==> config.mk <==
export PLATFORM = sky130hd
export DESIGN_NAME = dmem_lsu_flat
export DESIGN_NICKNAME = d
export VERILOG_FILES = /design/src/rtl/dmem_pkg.sv /design/src/rtl/dmem_lsu_if.sv /design/src/rtl/dmem_lane_align.sv /design/src/rtl/dmem_lsu.sv /design/src/flat_wrapper.sv
export SDC_FILE = /design/constraint.sdc
export NUM_CORES = 1
export LEC_CHECK = 0
export BUFFER_PORTS_ARGS = -buffer_cell sky130_fd_sc_hd__buf_2
export CAP_MARGIN = 20
export CELL_PAD_IN_SITES_DETAIL_PLACEMENT = 0
export CELL_PAD_IN_SITES_GLOBAL_PLACEMENT = 2
export CORE_MARGIN = 2
export CORE_UTILIZATION = 31
export DETAILED_ROUTE_END_ITERATION = 6
export GPL_TIMING_DRIVEN = 0
export PLACE_DENSITY_LB_ADDON = 0.1
export SYNTH_ARGS = -nofsm -noshare
export SYNTH_HDL_FRONTEND = slang
export SYNTH_SLANG_ARGS = --single-unit
==> constraint.sdc <==
create_clock -name clk -period 3.8 [get_ports clk]
set_clock_uncertainty 0.2 [all_clocks]
set_input_delay 0.19 -clock clk [delete_from_list [all_inputs] [get_ports clk]]
set_output_delay 0.19 -clock clk [all_outputs]
set_load 0.02 [all_outputs]
==> src/rtl/dmem_pkg.sv <==
// Shared definitions for the data-memory load/store unit.
// Holds the RV32I load/store funct3 codes, the FSM state encoding, default
// sizes and the request classification helper used at accept time.
package dmem_pkg;

  localparam int DMEM_XLEN  = 32;
  localparam int DMEM_WORDS = 32;

  localparam logic [2:0] F3_B  = 3'b000;
  localparam logic [2:0] F3_H  = 3'b001;
  localparam logic [2:0] F3_W  = 3'b010;
  localparam logic [2:0] F3_BU = 3'b100;
  localparam logic [2:0] F3_HU = 3'b101;

  typedef enum logic [2:0] {
    IDLE = 3'd0,
    RD   = 3'd1,
    CAP  = 3'd2,
    WR   = 3'd3,
    RESP = 3'd4
  } state_t;

  // Returns 1 when the request must be rejected without touching memory:
  // funct3 not legal for the direction, misaligned half/word, or word index
  // beyond the implemented memory.
  function automatic logic access_err(input logic        we,
                                      input logic [2:0]  funct3,
                                      input logic [31:0] addr,
                                      input logic [31:0] mem_words);
    logic        legal;
    logic        misaligned;
    logic [31:0] widx;
    legal      = 1'b0;
    misaligned = 1'b0;
    widx       = {2'b00, addr[31:2]};
    case (funct3)
      F3_B, F3_H, F3_W: legal = 1'b1;
      F3_BU, F3_HU:     legal = ~we;
      default:          legal = 1'b0;
    endcase
    case (funct3)
      F3_H, F3_HU: misaligned = addr[0];
      F3_W:        misaligned = (addr[1:0] != 2'b00);
      default:     misaligned = 1'b0;
    endcase
    return (~legal) | misaligned | (widx >= mem_words);
  endfunction

endpackage

==> src/rtl/dmem_lsu_if.sv <==
// Request/response channel between the execute stage and the LSU.
// master: execute stage (drives req_*, receives req_ready and rsp_*)
// slave : load/store unit (receives req_*, drives req_ready and rsp_*)
interface dmem_lsu_if
  import dmem_pkg::*;
#(
  parameter int XLEN = DMEM_XLEN
);
  logic            req_valid;
  logic            req_ready;
  logic            req_we;
  logic [2:0]      req_funct3;
  logic [XLEN-1:0] req_addr;
  logic [XLEN-1:0] req_wdata;
  logic            rsp_valid;
  logic [XLEN-1:0] rsp_rdata;
  logic            rsp_err;

  modport master (
    output req_valid, req_we, req_funct3, req_addr, req_wdata,
    input  req_ready, rsp_valid, rsp_rdata, rsp_err
  );

  modport slave (
    input  req_valid, req_we, req_funct3, req_addr, req_wdata,
    output req_ready, rsp_valid, rsp_rdata, rsp_err
  );
endinterface

==> src/rtl/dmem_lane_align.sv <==
// Byte/halfword lane handling for a word-only memory.
// Ports:
//   word       in  memory word just read
//   wdata      in  store data (low byte/half used for SB/SH)
//   funct3     in  RV32I load/store funct3
//   offset     in  byte offset addr[1:0]
//   load_data  out selected lane, sign- or zero-extended
//   store_word out word with the store lane merged in (SW: wdata)
module dmem_lane_align
  import dmem_pkg::*;
(
  input  logic [31:0] word,
  input  logic [31:0] wdata,
  input  logic [2:0]  funct3,
  input  logic [1:0]  offset,
  output logic [31:0] load_data,
  output logic [31:0] store_word
);

  logic [7:0]  byte_sel;
  logic [15:0] half_sel;

  // Pick the byte addressed by the offset.
  always_comb begin
    byte_sel = 8'h00;
    case (offset)
      2'd0:    byte_sel = word[7:0];
      2'd1:    byte_sel = word[15:8];
      2'd2:    byte_sel = word[23:16];
      2'd3:    byte_sel = word[31:24];
      default: byte_sel = 8'h00;
    endcase
  end

  // Halfword lane is chosen by offset[1] alone; offset[0] is already known 0.
  always_comb begin
    half_sel = 16'h0000;
    if (offset[1]) begin
      half_sel = word[31:16];
    end else begin
      half_sel = word[15:0];
    end
  end

  // Extend the selected lane to 32 bits.
  always_comb begin
    load_data = 32'h0000_0000;
    case (funct3)
      F3_B:    load_data = {{24{byte_sel[7]}}, byte_sel};
      F3_H:    load_data = {{16{half_sel[15]}}, half_sel};
      F3_W:    load_data = word;
      F3_BU:   load_data = {24'h00_0000, byte_sel};
      F3_HU:   load_data = {16'h0000, half_sel};
      default: load_data = 32'h0000_0000;
    endcase
  end

  // Merge store data into the old word, keeping the untouched lanes.
  always_comb begin
    store_word = word;
    case (funct3)
      F3_B: begin
        case (offset)
          2'd0:    store_word = {word[31:8], wdata[7:0]};
          2'd1:    store_word = {word[31:16], wdata[7:0], word[7:0]};
          2'd2:    store_word = {word[31:24], wdata[7:0], word[15:0]};
          2'd3:    store_word = {wdata[7:0], word[23:0]};
          default: store_word = word;
        endcase
      end
      F3_H: begin
        if (offset[1]) begin
          store_word = {wdata[15:0], word[15:0]};
        end else begin
          store_word = {word[31:16], wdata[15:0]};
        end
      end
      F3_W:    store_word = wdata;
      default: store_word = word;
    endcase
  end

endmodule

==> src/rtl/dmem_lsu.sv <==
// Load/store initiator between the RV32I execute stage and a word-only,
// synchronous data memory. One request at a time; sub-word stores are done
// as read-modify-write because the memory has no byte enables.
// Ports:
//   clk, reset    clock and synchronous active-high reset
//   bus           request/response channel (slave side)
//   mem_address   word index of the latched byte address
//   mem_data_in   word to write
//   mem_we        write enable, high only in WR
//   mem_data_out  read word, valid the cycle after the read is issued
module dmem_lsu
  import dmem_pkg::*;
#(
  parameter int MEM_WORDS = DMEM_WORDS,
  parameter int XLEN      = DMEM_XLEN
) (
  input  logic            clk,
  input  logic            reset,
  dmem_lsu_if.slave       bus,
  output logic [XLEN-1:0] mem_address,
  output logic [XLEN-1:0] mem_data_in,
  output logic            mem_we,
  input  logic [XLEN-1:0] mem_data_out
);

  state_t          state;
  state_t          next_state;
  logic [XLEN-1:0] addr_q;
  logic [XLEN-1:0] wdata_q;
  logic [2:0]      funct3_q;
  logic            we_q;
  logic [XLEN-1:0] merged;
  logic            req_err;
  logic [XLEN-1:0] load_word;
  logic [XLEN-1:0] store_word;

  assign req_err       = access_err(bus.req_we, bus.req_funct3, bus.req_addr, 32'(MEM_WORDS));
  assign bus.req_ready = (state == IDLE);
  assign mem_address   = {2'b00, addr_q[XLEN-1:2]};
  assign mem_we        = (state == WR);

  dmem_lane_align u_align (
    .word       (mem_data_out),
    .wdata      (wdata_q),
    .funct3     (funct3_q),
    .offset     (addr_q[1:0]),
    .load_data  (load_word),
    .store_word (store_word)
  );

  // Write data: a full-word store writes the latched data directly, sub-word
  // stores write the word merged during CAP.
  always_comb begin
    mem_data_in = merged;
    if (funct3_q == F3_W) begin
      mem_data_in = wdata_q;
    end else begin
      mem_data_in = merged;
    end
  end

  // Next-state logic. Errors skip memory entirely; SW needs no read.
  always_comb begin
    next_state = state;
    case (state)
      IDLE: begin
        if (bus.req_valid) begin
          if (req_err) begin
            next_state = RESP;
          end else if (bus.req_we && (bus.req_funct3 == F3_W)) begin
            next_state = WR;
          end else begin
            next_state = RD;
          end
        end else begin
          next_state = IDLE;
        end
      end
      RD:  next_state = CAP;
      CAP: begin
        if (we_q) begin
          next_state = WR;
        end else begin
          next_state = RESP;
        end
      end
      WR:      next_state = RESP;
      RESP:    next_state = IDLE;
      default: next_state = IDLE;
    endcase
  end

  // State, latched request, merged word and registered response.
  // rsp_* are loaded on the edge entering RESP so they are high only there.
  always_ff @(posedge clk) begin
    if (reset) begin
      state         <= IDLE;
      addr_q        <= {XLEN{1'b0}};
      wdata_q       <= {XLEN{1'b0}};
      funct3_q      <= 3'b000;
      we_q          <= 1'b0;
      merged        <= {XLEN{1'b0}};
      bus.rsp_valid <= 1'b0;
      bus.rsp_err   <= 1'b0;
      bus.rsp_rdata <= {XLEN{1'b0}};
    end else begin
      state <= next_state;
      if ((state == IDLE) && bus.req_valid) begin
        addr_q   <= bus.req_addr;
        wdata_q  <= bus.req_wdata;
        funct3_q <= bus.req_funct3;
        we_q     <= bus.req_we;
      end
      if ((state == CAP) && we_q) begin
        merged <= store_word;
      end
      bus.rsp_valid <= (next_state == RESP);
      bus.rsp_err   <= (state == IDLE) && (next_state == RESP);
      if ((state == CAP) && !we_q) begin
        bus.rsp_rdata <= load_word;
      end else begin
        bus.rsp_rdata <= {XLEN{1'b0}};
      end
    end
  end

endmodule

==> src/flat_wrapper.sv <==
// flat-port wrapper written by rule: the top's interface ports become plain ports
module dmem_lsu_flat import dmem_pkg::*;
#(
  parameter int MEM_WORDS = DMEM_WORDS,
  parameter int XLEN      = DMEM_XLEN
)
  (clk, reset, mem_address, mem_data_in, mem_we, mem_data_out, bus_req_valid, bus_req_we, bus_req_funct3, bus_req_addr, bus_req_wdata, bus_req_ready, bus_rsp_valid, bus_rsp_rdata, bus_rsp_err);
  dmem_lsu_if #(.XLEN(XLEN)) bus_i ();
  input  logic clk;
  input  logic reset;
  output logic [XLEN-1:0] mem_address;
  output logic [XLEN-1:0] mem_data_in;
  output logic mem_we;
  input  logic [XLEN-1:0] mem_data_out;
  input wire logic [$bits(bus_i.req_valid)-1:0] bus_req_valid;
  input wire logic [$bits(bus_i.req_we)-1:0] bus_req_we;
  input wire logic [$bits(bus_i.req_funct3)-1:0] bus_req_funct3;
  input wire logic [$bits(bus_i.req_addr)-1:0] bus_req_addr;
  input wire logic [$bits(bus_i.req_wdata)-1:0] bus_req_wdata;
  output wire logic [$bits(bus_i.req_ready)-1:0] bus_req_ready;
  output wire logic [$bits(bus_i.rsp_valid)-1:0] bus_rsp_valid;
  output wire logic [$bits(bus_i.rsp_rdata)-1:0] bus_rsp_rdata;
  output wire logic [$bits(bus_i.rsp_err)-1:0] bus_rsp_err;
  assign bus_i.req_valid = bus_req_valid;
  assign bus_i.req_we = bus_req_we;
  assign bus_i.req_funct3 = bus_req_funct3;
  assign bus_i.req_addr = bus_req_addr;
  assign bus_i.req_wdata = bus_req_wdata;
  assign bus_req_ready = bus_i.req_ready;
  assign bus_rsp_valid = bus_i.rsp_valid;
  assign bus_rsp_rdata = bus_i.rsp_rdata;
  assign bus_rsp_err = bus_i.rsp_err;
  dmem_lsu #(.MEM_WORDS(MEM_WORDS), .XLEN(XLEN)) u_core (.clk(clk), .reset(reset), .bus(bus_i), .mem_address(mem_address), .mem_data_in(mem_data_in), .mem_we(mem_we), .mem_data_out(mem_data_out));
endmodule
==> flow_summary.json, run 1 <==
{
  "vias": 7657,
  "fin_util_pct": 45.3,
  "grt_pass1_vias": 7421,
  "p_clk_share_pct": 43.1,
  "netlist_area_um2": 7000,
  "layout_setup_ws_ns": 0.773,
  "post_cts_buffers": 0,
  "finalHoldViolations": 0,
  "setup_viol_count_final": 0,
  "min_path_type": "in2reg",
  "crit_type": "reg2out",
  "yosys_warnings": 0,
  "htreeDepth": 4,
  "p_leak_nw": 4.50,
  "initial_utilization_pct": 31.9,
  "report.final.slew_viol_count": 0,
  "wirelength_mm": 28.1,
  "p_comb_share_pct": 18.1,
  "grt_remaining_overflow": 0,
  "dr.pass1.iters": 5,
  "ys_ff_latch": 137,
  "crit_slowest_cell": "nor2_1",
  "dieArea_um2": 23800,
  "synthTopCellsByArea": "dfxtp_1 (39%), nand2_1 (15%), a21oi_1 (8.5%), mux2i_1 (4.3%), buf_4 (3.6%)",
  "route.detailed.drc": 0,
  "netSwitchingFraction_pct": 29.5,
  "maxCapViolCount": 0,
  "yosysTopAreaCell": "dfxtp_1",
  "post_drt_via_cell_ratio": 4.99,
  "row_count": 54,
  "grt_max_degree": 17,
  "ir_drop_mv": 0.280,
  "cts_made_buffers": 17,
  "fin_nets": 1344,
  "outcome": "completed",
  "routabilityCongestion": 0.866,
  "crit_chain": "buf_2 > nand2b_1 > buf_2 > nor2_1 > clkbuf_1 > nand2_1 > nand2_1 > buf_2",
  "clock-sinks": 137,
  "synthArstFlopShare_pct": 0,
  "p_sw_mw": 1.15,
  "antenna_cells": 0,
  "finalPower_mw": 3.91,
  "cts_resized": 0,
  "core_um2": 22000,
  "crit_path_max_fanout": 10,
  "tns_ns": 0,
  "clk_latency_ns": 0.43,
  "worst_slew_pin_slew_ns": 0.916,
  "synth_top_area_share_pct": 39.2,
  "drive_gt1_share_pct": 25.8,
  "synth.most_common_cell": "nand2_1",
  "synth_edf_count": 0,
  "synth.distinct_cells": 59,
  "ys.flop_type": "dfxtp_1",
  "fmax_mhz": 330,
  "syn2layout_area_growth_pct": 42.2,
  "internal_power_mw": 2.76,
  "avgSynthCellArea_um2": 7.60,
  "ctsRootBufferMaster": "clkbuf_16",
  "io_pins": 203,
  "antenna_found_initial": 0,
  "grt_pass1_wl_mm": 42.7,
  "critPathLaunchType": "flop",
  "fill_cells": 2298,
  "holdWs_ns": 0.0411,
  "pre_cts_slack_ns": 1.25,
  "relSlewSlack_pct": 38.7,
  "power_density_nw_per_um2": 393,
  "clkTransAtPathRegs_ns": 0.06,
  "clock_path_buffers": 2,
  "post_drt_wl_per_cell_um": 18.3,
  "crit_top_cell": "buf_2",
  "rsz0062_at_grt": "false",
  "syn_inst": 921,
  "ctsHoldBuffers": 101,
  "pwr-share-seq_pct": 38.7,
  "synthTopCellsByCount": "nand2_1 (273), dfxtp_1 (137), a21oi_1 (119)",
  "cp.required_ns": 3.41,
  "cp.arrival_ns": 2.64,
  "ant_nets": 0,
  "grt_usage_pct": 23.4,
  "cp-end-kind": "output port",
  "synth_seq_area_share_pct": 39.2,
  "dp_hpwl_mm": 20.5,
  "io_buffers": 199,
  "cp_slowest_stage_delay_ns": 0.48,
  "die_x_um": 154,
  "finalCritPeriodShare_pct": 79.7,
  "period_minus_slack_ns": 3.03,
  "dr.first_iter.drc_count": 443,
  "cts_tree": "built",
  "die_h_um": 154
}
per-stage QoR:
step           cells  area (um2)
2_1_floorplan    922        7000
3_3_place_gp    1401        8350
3_5_place_dp    1401        8350
4_1_cts         1534        9950
5_1_grt         1534        9950
6_report        1534        9950
power by group through the flow:
stage	clock, mW	combinational (mW)	sequential, mW
after global placement	0	0.629	1.55
after global routing	1.78	0.771	1.52
after floorplan	0	0.393	1.54
final	1.69	0.709	1.52
after CTS	1.72	0.704	1.52
after detailed placement	0	0.625	1.55
layer usage:
layer  GRT usage (%)  vias to the layer above  wire length [um]  part of all wire, %
met5               0                        -                 0                    0
met4            6.76                        0               556                  2.0
met3            5.27                       35              1680                  6.0
met2            38.5                      266             13000                   46
met1            30.7                     3559             12900                   46
li1                -                     3797                 -                    -
worst max-delay path, delay by kind of cell (launching register included):
kind | cells | cell delay (ns)
simple gates | 4 | 0.74
buf+inv | 4 | 1.07
flops | 1 | 0.40
area by class of cell:
type | instances | area [um2] | share of cell area, %
tap | 280 | 350 | 3.52
inverter | 3 | 11.3 | 0.113
timing repair buffer | 300 | 2010 | 20.2
buffer | 112 | 609 | 6.12
clock inverter | 15 | 166 | 1.67
clock buffer | 17 | 425 | 4.28
sequential | 137 | 2740 | 27.6
multi-input combinational | 670 | 3640 | 36.6
cell usage in the layout (no fill, tap or decap), types with 3 or more instances in the layout:
cell type | netlist | routed
buf_4 | 34 | 34
a32o_1 | 4 | 4
o211ai_1 | 3 | 3
clkbuf_1 | 38 | 38
a221oi_1 | 6 | 6
and2_1 | 3 | 3
clkbuf_16 | 0 | 17
nor2b_1 | 4 | 4
clkinv_4 | 0 | 4
o21a_1 | 17 | 17
a21oi_1 | 119 | 119
nor4_1 | 6 | 6
mux2i_1 | 30 | 30
a31o_2 | 7 | 7
a22o_1 | 16 | 16
nand3_1 | 7 | 7
a2bb2oi_1 | 8 | 8
nor3_1 | 9 | 9
o221ai_1 | 24 | 24
nand2_1 | 273 | 273
nand2b_1 | 21 | 21
dfxtp_1 | 137 | 137
nor2_1 | 40 | 40
buf_2 | 36 | 235
dlygate4sd3_1 | 0 | 101
o21ai_0 | 16 | 16
a22oi_1 | 11 | 11
inv_6 | 0 | 4
a211oi_1 | 9 | 9
final timing paths:
path / startpoint / endpoint / depth (start not counted) / slack [ns]
min: mem_data_out[10] / u_core.merged[10]$_SDFFE_PP0P_ / 3 / 0.04
min reg2reg: u_core.addr_q[25]$_SDFFE_PP0P_ / u_core.addr_q[25]$_SDFFE_PP0P_ / 2 / 0.25
max reg2reg: u_core.funct3_q[1]$_SDFFE_PP0P_ / u_core.bus.rsp_rdata[5]$_SDFF_PP0_ / 6 / 1.04
max: u_core.funct3_q[1]$_SDFFE_PP0P_ / mem_data_in[30] / 8 / 0.77
flip-flops by register name, summed over array words and instances, names as in the netlist:
name                  cells
u_core.addr_q            32
u_core.bus.rsp_err        1
u_core.bus.rsp_rdata     32
u_core.bus.rsp_valid      1
u_core.funct3_q           3
u_core.merged            32
u_core.state              3
u_core.wdata_q           32
u_core.we_q               1
kinds of logic (layout without fill, tap and decap cells):
group                  after synthesis  in the layout  synth area share (%)
other                                1              2                0.0536
flip-flops                         137            137                  39.2
buffers and inverters              115            447                  8.87
multiplexers                        33             33                  4.93
AND/OR/NAND/NOR                    380            380                  22.9
AO/OA/AOI/OAI                      255            255                  24.1
(Power assumes the default switching activity.)
==> run 2, diff against run 1 <==
CORE_UTILIZATION = 26   (was 31)
clock period = 2.6 ns   (was 3.8 ns; I/O delays follow)
==> flow_summary.json, run 2 (same netlist as run 1, synthesis figures left out) <==
{
  "outcome": "completed",
  "cts_tree": "built",
  "tns_ns": 0,
  "dr.pass1.iters": 5,
  "drive_gt1_share_pct": 26.2,
  "relSlewSlack_pct": 38.4,
  "vias": 7573,
  "grt_pass1_vias": 7424,
  "pre_cts_slack_ns": 0.0423,
  "htreeDepth": 4,
  "row_count": 60,
  "io_buffers": 199,
  "fin_nets": 1343,
  "route.detailed.drc": 0,
  "core_um2": 26700,
  "cp.required_ns": 2.27,
  "crit_path_max_fanout": 10,
  "io_pins": 203,
  "grt_pass1_wl_mm": 43.9,
  "clkTransAtPathRegs_ns": 0.06,
  "final_common_cell": "nand2_1",
  "dr.first_iter.drc_count": 454,
  "layout_setup_ws_ns": 0.132,
  "placed_cells_incl_taps": 1462,
  "grt_remaining_overflow": 0,
  "layout_common_cells": "nand2_1 (273), buf_2 (233), dfxtp_1 (137)",
  "cp-end-kind": "output port",
  "cts_made_buffers": 17,
  "post_cts_buffers": 0,
  "place_area_um2": 8420,
  "crit_type": "reg2out",
  "clock_path_buffers": 2,
  "die_x_um": 168,
  "routabilityCongestion": 0.841,
  "clk_latency_ns": 0.42,
  "ir_drop_mv": 0.378,
  "die_h_um": 168,
  "setup_viol_count_final": 0,
  "wirelength_mm": 29.5,
  "critPathLaunchType": "flop",
  "post_drt_wl_per_cell_um": 18.5,
  "clock-sinks": 137,
  "min_path_type": "in2reg",
  "antenna_found_initial": 0,
  "post_drt_via_cell_ratio": 4.75,
  "grt_max_degree": 17,
  "ant_nets": 0,
  "maxCapViolCount": 0,
  "syn2layout_area_growth_pct": 44.1,
  "ctsRootBufferMaster": "clkbuf_16",
  "antenna_cells": 0,
  "p_leak_nw": 4.51,
  "rsz0062_at_grt": "false",
  "power_density_nw_per_um2": 589,
  "finalCritPeriodShare_pct": 94.9,
  "holdWs_ns": 0.0874,
  "instances_no_fill": 1593,
  "final_area_um2": 10100,
  "dieArea_um2": 28200,
  "fmax_mhz": 405,
  "initial_utilization_pct": 26.2,
  "fill_cells": 2922,
  "finalHoldViolations": 0,
  "report.final.slew_viol_count": 0,
  "grt_usage_pct": 20.4,
  "period_minus_slack_ns": 2.47,
  "dp_hpwl_mm": 21.9,
  "worst_slew_pin_slew_ns": 0.920,
  "cp.arrival_ns": 2.14
}
-- run 2: cell types whose count changed in the layout (fill, tap and decap cells not counted) --
cell / previous run / this run
clkbuf_8: 0 / 2
inv_8: 1 / 0
dlygate4sd3_1: 101 / 100
buf_2: 235 / 233
clkinv_4: 4 / 2
clkbuf_2: 1 / 4
clkbuf_1: 38 / 34
clkbuf_4: 0 / 3
nor2_4: 0 / 1
bufinv_16: 2 / 4
clkinv_2: 2 / 0
nor2_1: 40 / 39
-- run 2: path summary, 6_finish.rpt --
path / startpoint / end / slack [ns] / cells after the start
min reg2reg: u_core.merged[20]$_SDFFE_PP0P_ / u_core.merged[20]$_SDFFE_PP0P_ / 0.25 / 2
max: u_core.funct3_q[1]$_SDFFE_PP0P_ / mem_data_in[0] / 0.13 / 8
max reg2reg: u_core.funct3_q[0]$_SDFFE_PP0P_ / u_core.merged[26]$_SDFFE_PP0P_ / 0.24 / 5
min: reset / u_core.bus.rsp_valid$_SDFF_PP0_ / 0.09 / 3
-- run 2: layer usage --
layer	track usage, %	vias to the layer above	wire (um)
li1	-	3784	-
met1	26.4	3511	13600
met2	34.1	246	13600
met3	4.58	32	1780
met4	6.15	0	536
met5	0	-	0
-- run 2: repair_timing --
action | in CTS | in global routing
resized for setup | 6 | 4
setup endpoints to repair | 32 | 12
hold buffers | 100 | 0
endpoints found under the hold margin | 130 | 0
-- run 2: where the power goes --
group	switching, mW	internal (mW)
Sequential	0.0518	2.17
Combinational	0.607	0.442
Clock	1.01	1.67
-- run 2: area by class of cell --
class | instances | area (um2) | area share [%]
Inverter | 3 | 11.3 | 0.112
Tap cell | 341 | 427 | 4.23
Multi-Input combinational cell | 670 | 3650 | 36.1
Clock buffer | 19 | 453 | 4.49
Buffer | 112 | 622 | 6.17
Clock inverter | 12 | 188 | 1.86
Sequential cell | 137 | 2740 | 27.2
Timing Repair Buffer | 299 | 2000 | 19.8
-- run 2: metrics by stage --
stage / util (%) / power, mW
after floorplan: - / 2.82
after global placement: 31.5 / 3.20
after detailed placement: 31.5 / 3.19
after CTS: 37.7 / 6.02
after global routing: 37.7 / 6.20
final: 37.7 / 5.94
-- run 2: critical path: stages (launching register included) --
cell      delay, ns
dfxtp_1        0.37
buf_2          0.25
nand2b_1       0.08
buf_2          0.20
nor2_4         0.21
clkbuf_4       0.26
nand2_1        0.07
nand2_1        0.10
buf_2          0.17
==> run 3, diff against run 2 <==
REMOVE_ABC_BUFFERS = 1   (was default)
==> flow_summary.json, run 3 (same netlist as run 1, synthesis figures left out) <==
{
  "io_pins": 203,
  "post_drt_via_cell_ratio": 4.84,
  "vias": 7375,
  "min_path_type": "in2reg",
  "post_drt_wl_per_cell_um": 18.2,
  "holdWs_ns": 0.00715,
  "dr.pass1.iters": 4,
  "cp-end-kind": "output port",
  "fmax_mhz": 409,
  "cts_tree": "built",
  "report.final.slew_viol_count": 0,
  "grt_usage_pct": 19.1,
  "period_minus_slack_ns": 2.45,
  "antenna_cells": 0,
  "crit_type": "reg2out",
  "pre_cts_slack_ns": -0.628,
  "route.detailed.drc": 0,
  "r2r_start": "u_core.state[2]$_SDFF_PP0_",
  "final_area_um2": 9930,
  "die_h_um": 168,
  "crit_path_max_fanout": 26,
  "cp.arrival_ns": 2.12,
  "maxCapViolCount": 0,
  "layout_setup_ws_ns": 0.154,
  "ant_nets": 0,
  "grt_remaining_overflow": 0,
  "htreeDepth": 4,
  "place_area_um2": 8020,
  "outcome": "completed",
  "clk_latency_ns": 0.43,
  "instances_no_fill": 1525,
  "clock-sinks": 137,
  "r2r-end": "u_core.addr_q[0]$_SDFFE_PP0P_",
  "cp-startpoint": "u_core.funct3_q[1]$_SDFFE_PP0P_",
  "placed_cells_incl_taps": 1362,
  "ctsRootBufferMaster": "clkbuf_16",
  "cts_made_buffers": 17,
  "routabilityCongestion": 0.723,
  "syn2layout_area_growth_pct": 41.9,
  "grt_pass1_vias": 7173,
  "core_um2": 26700,
  "die_x_um": 168,
  "layout_common_cells": "nand2_1 (273), buf_2 (199), dfxtp_1 (133)",
  "r2r_setup_slack_ns": 0.17,
  "grt_max_degree": 71,
  "initial_utilization_pct": 26.2,
  "finalHoldViolations": 0,
  "final_common_cell": "nand2_1",
  "tns_ns": 0,
  "fin_util_pct": 37.2,
  "clock_path_buffers": 2,
  "dieArea_um2": 28200,
  "row_count": 60,
  "finalPower_mw": 5.65,
  "fin_nets": 1275,
  "dp_hpwl_mm": 18.3,
  "finalCritPeriodShare_pct": 94.1,
  "setup_viol_count_final": 0,
  "rsz0062_at_grt": "false",
  "fill_cells": 2891,
  "antenna_found_initial": 0,
  "io_buffers": 200,
  "drive_gt1_share_pct": 23.9,
  "worst_slew_pin_slew_ns": 0.843,
  "grt_pass1_wl_mm": 42.1,
  "critPathLaunchType": "flop",
  "r2r_cells": 4,
  "relSlewSlack_pct": 43.8,
  "cp.required_ns": 2.27,
  "p_leak_nw": 4.35,
  "power_density_nw_per_um2": 569,
  "ir_drop_mv": 0.322,
  "wirelength_mm": 27.8,
  "dr.first_iter.drc_count": 396,
  "clkTransAtPathRegs_ns": 0.06,
  "endpoint": "mem_data_in[1]"
}
-- run 3: changes by cell type in the layout (fill, tap and decap cells not counted), sizes merged, moves of 7 or more --
| cell | change |
|---|---|
| buf | -54 |
| clkbuf | -43 |
| clkinv | +7 |
| dlygate4sd3 | +24 |
-- run 3: worst min-delay path by stage --
stage	from	end	slack [ns]	depth (start not counted)
after floorplan	reset	u_core.addr_q[0]$_SDFFE_PP0P_	-0.0009	1
after global placement	bus_req_addr[4]	u_core.addr_q[4]$_SDFFE_PP0P_	0.17	3
after detailed placement	bus_req_wdata[4]	u_core.wdata_q[4]$_SDFFE_PP0P_	0.18	3
after CTS	reset	u_core.merged[31]$_SDFFE_PP0P_	0.01	2
after global routing	reset	u_core.merged[26]$_SDFFE_PP0P_	0.05	2
final	reset	u_core.merged[31]$_SDFFE_PP0P_	0.007	2
-- run 3: timing repair --
action | CTS | global route
cloned | 0 | 2
buffers inserted | 6 | 0
gates resized for setup | 9 | 3
hold buffers | 124 | 0
pin swaps | 2 | 1
endpoints found under the setup margin | 80 | 33
endpoints found under the hold margin | 132 | 0
-- run 3: area by class of cell --
| class | count | area (um2) | share of cell area, % |
|---|---|---|---|
| clock inverters | 14 | 149 | 1.50 |
| flip-flops and latches | 137 | 2750 | 27.7 |
| repair buffers | 341 | 2470 | 24.9 |
| well taps | 341 | 427 | 4.30 |
| inverters | 3 | 12.5 | 0.126 |
| clock buffers | 17 | 425 | 4.28 |
| multi-input cells | 672 | 3690 | 37.2 |
-- run 3: routing by layer --
layer | global-route usage (%) | vias to the layer above | wire, um
li1 | - | 3660 | -
met1 | 27.2 | 3495 | 13600
met2 | 29.6 | 202 | 12300
met3 | 3.83 | 18 | 1510
met4 | 4.50 | 0 | 341
met5 | 0 | - | 0
-- run 3: power by group --
group | internal [mW] | leakage (nW) | switching [mW]
combinational | 0.422 | 2.95 | 0.529
clock | 1.41 | 0.283 | 1.03
sequential | 2.17 | 1.12 | 0.0979
total | 4.00 | 4.35 | 1.65
-- run 3: critical path, cell delays in order (launching register included) --
cell	delay, ns
dfxtp_4	0.47
buf_16	0.19
or3b_4	0.49
buf_12	0.21
nand2_1	0.08
nand2_1	0.09
buf_2	0.17
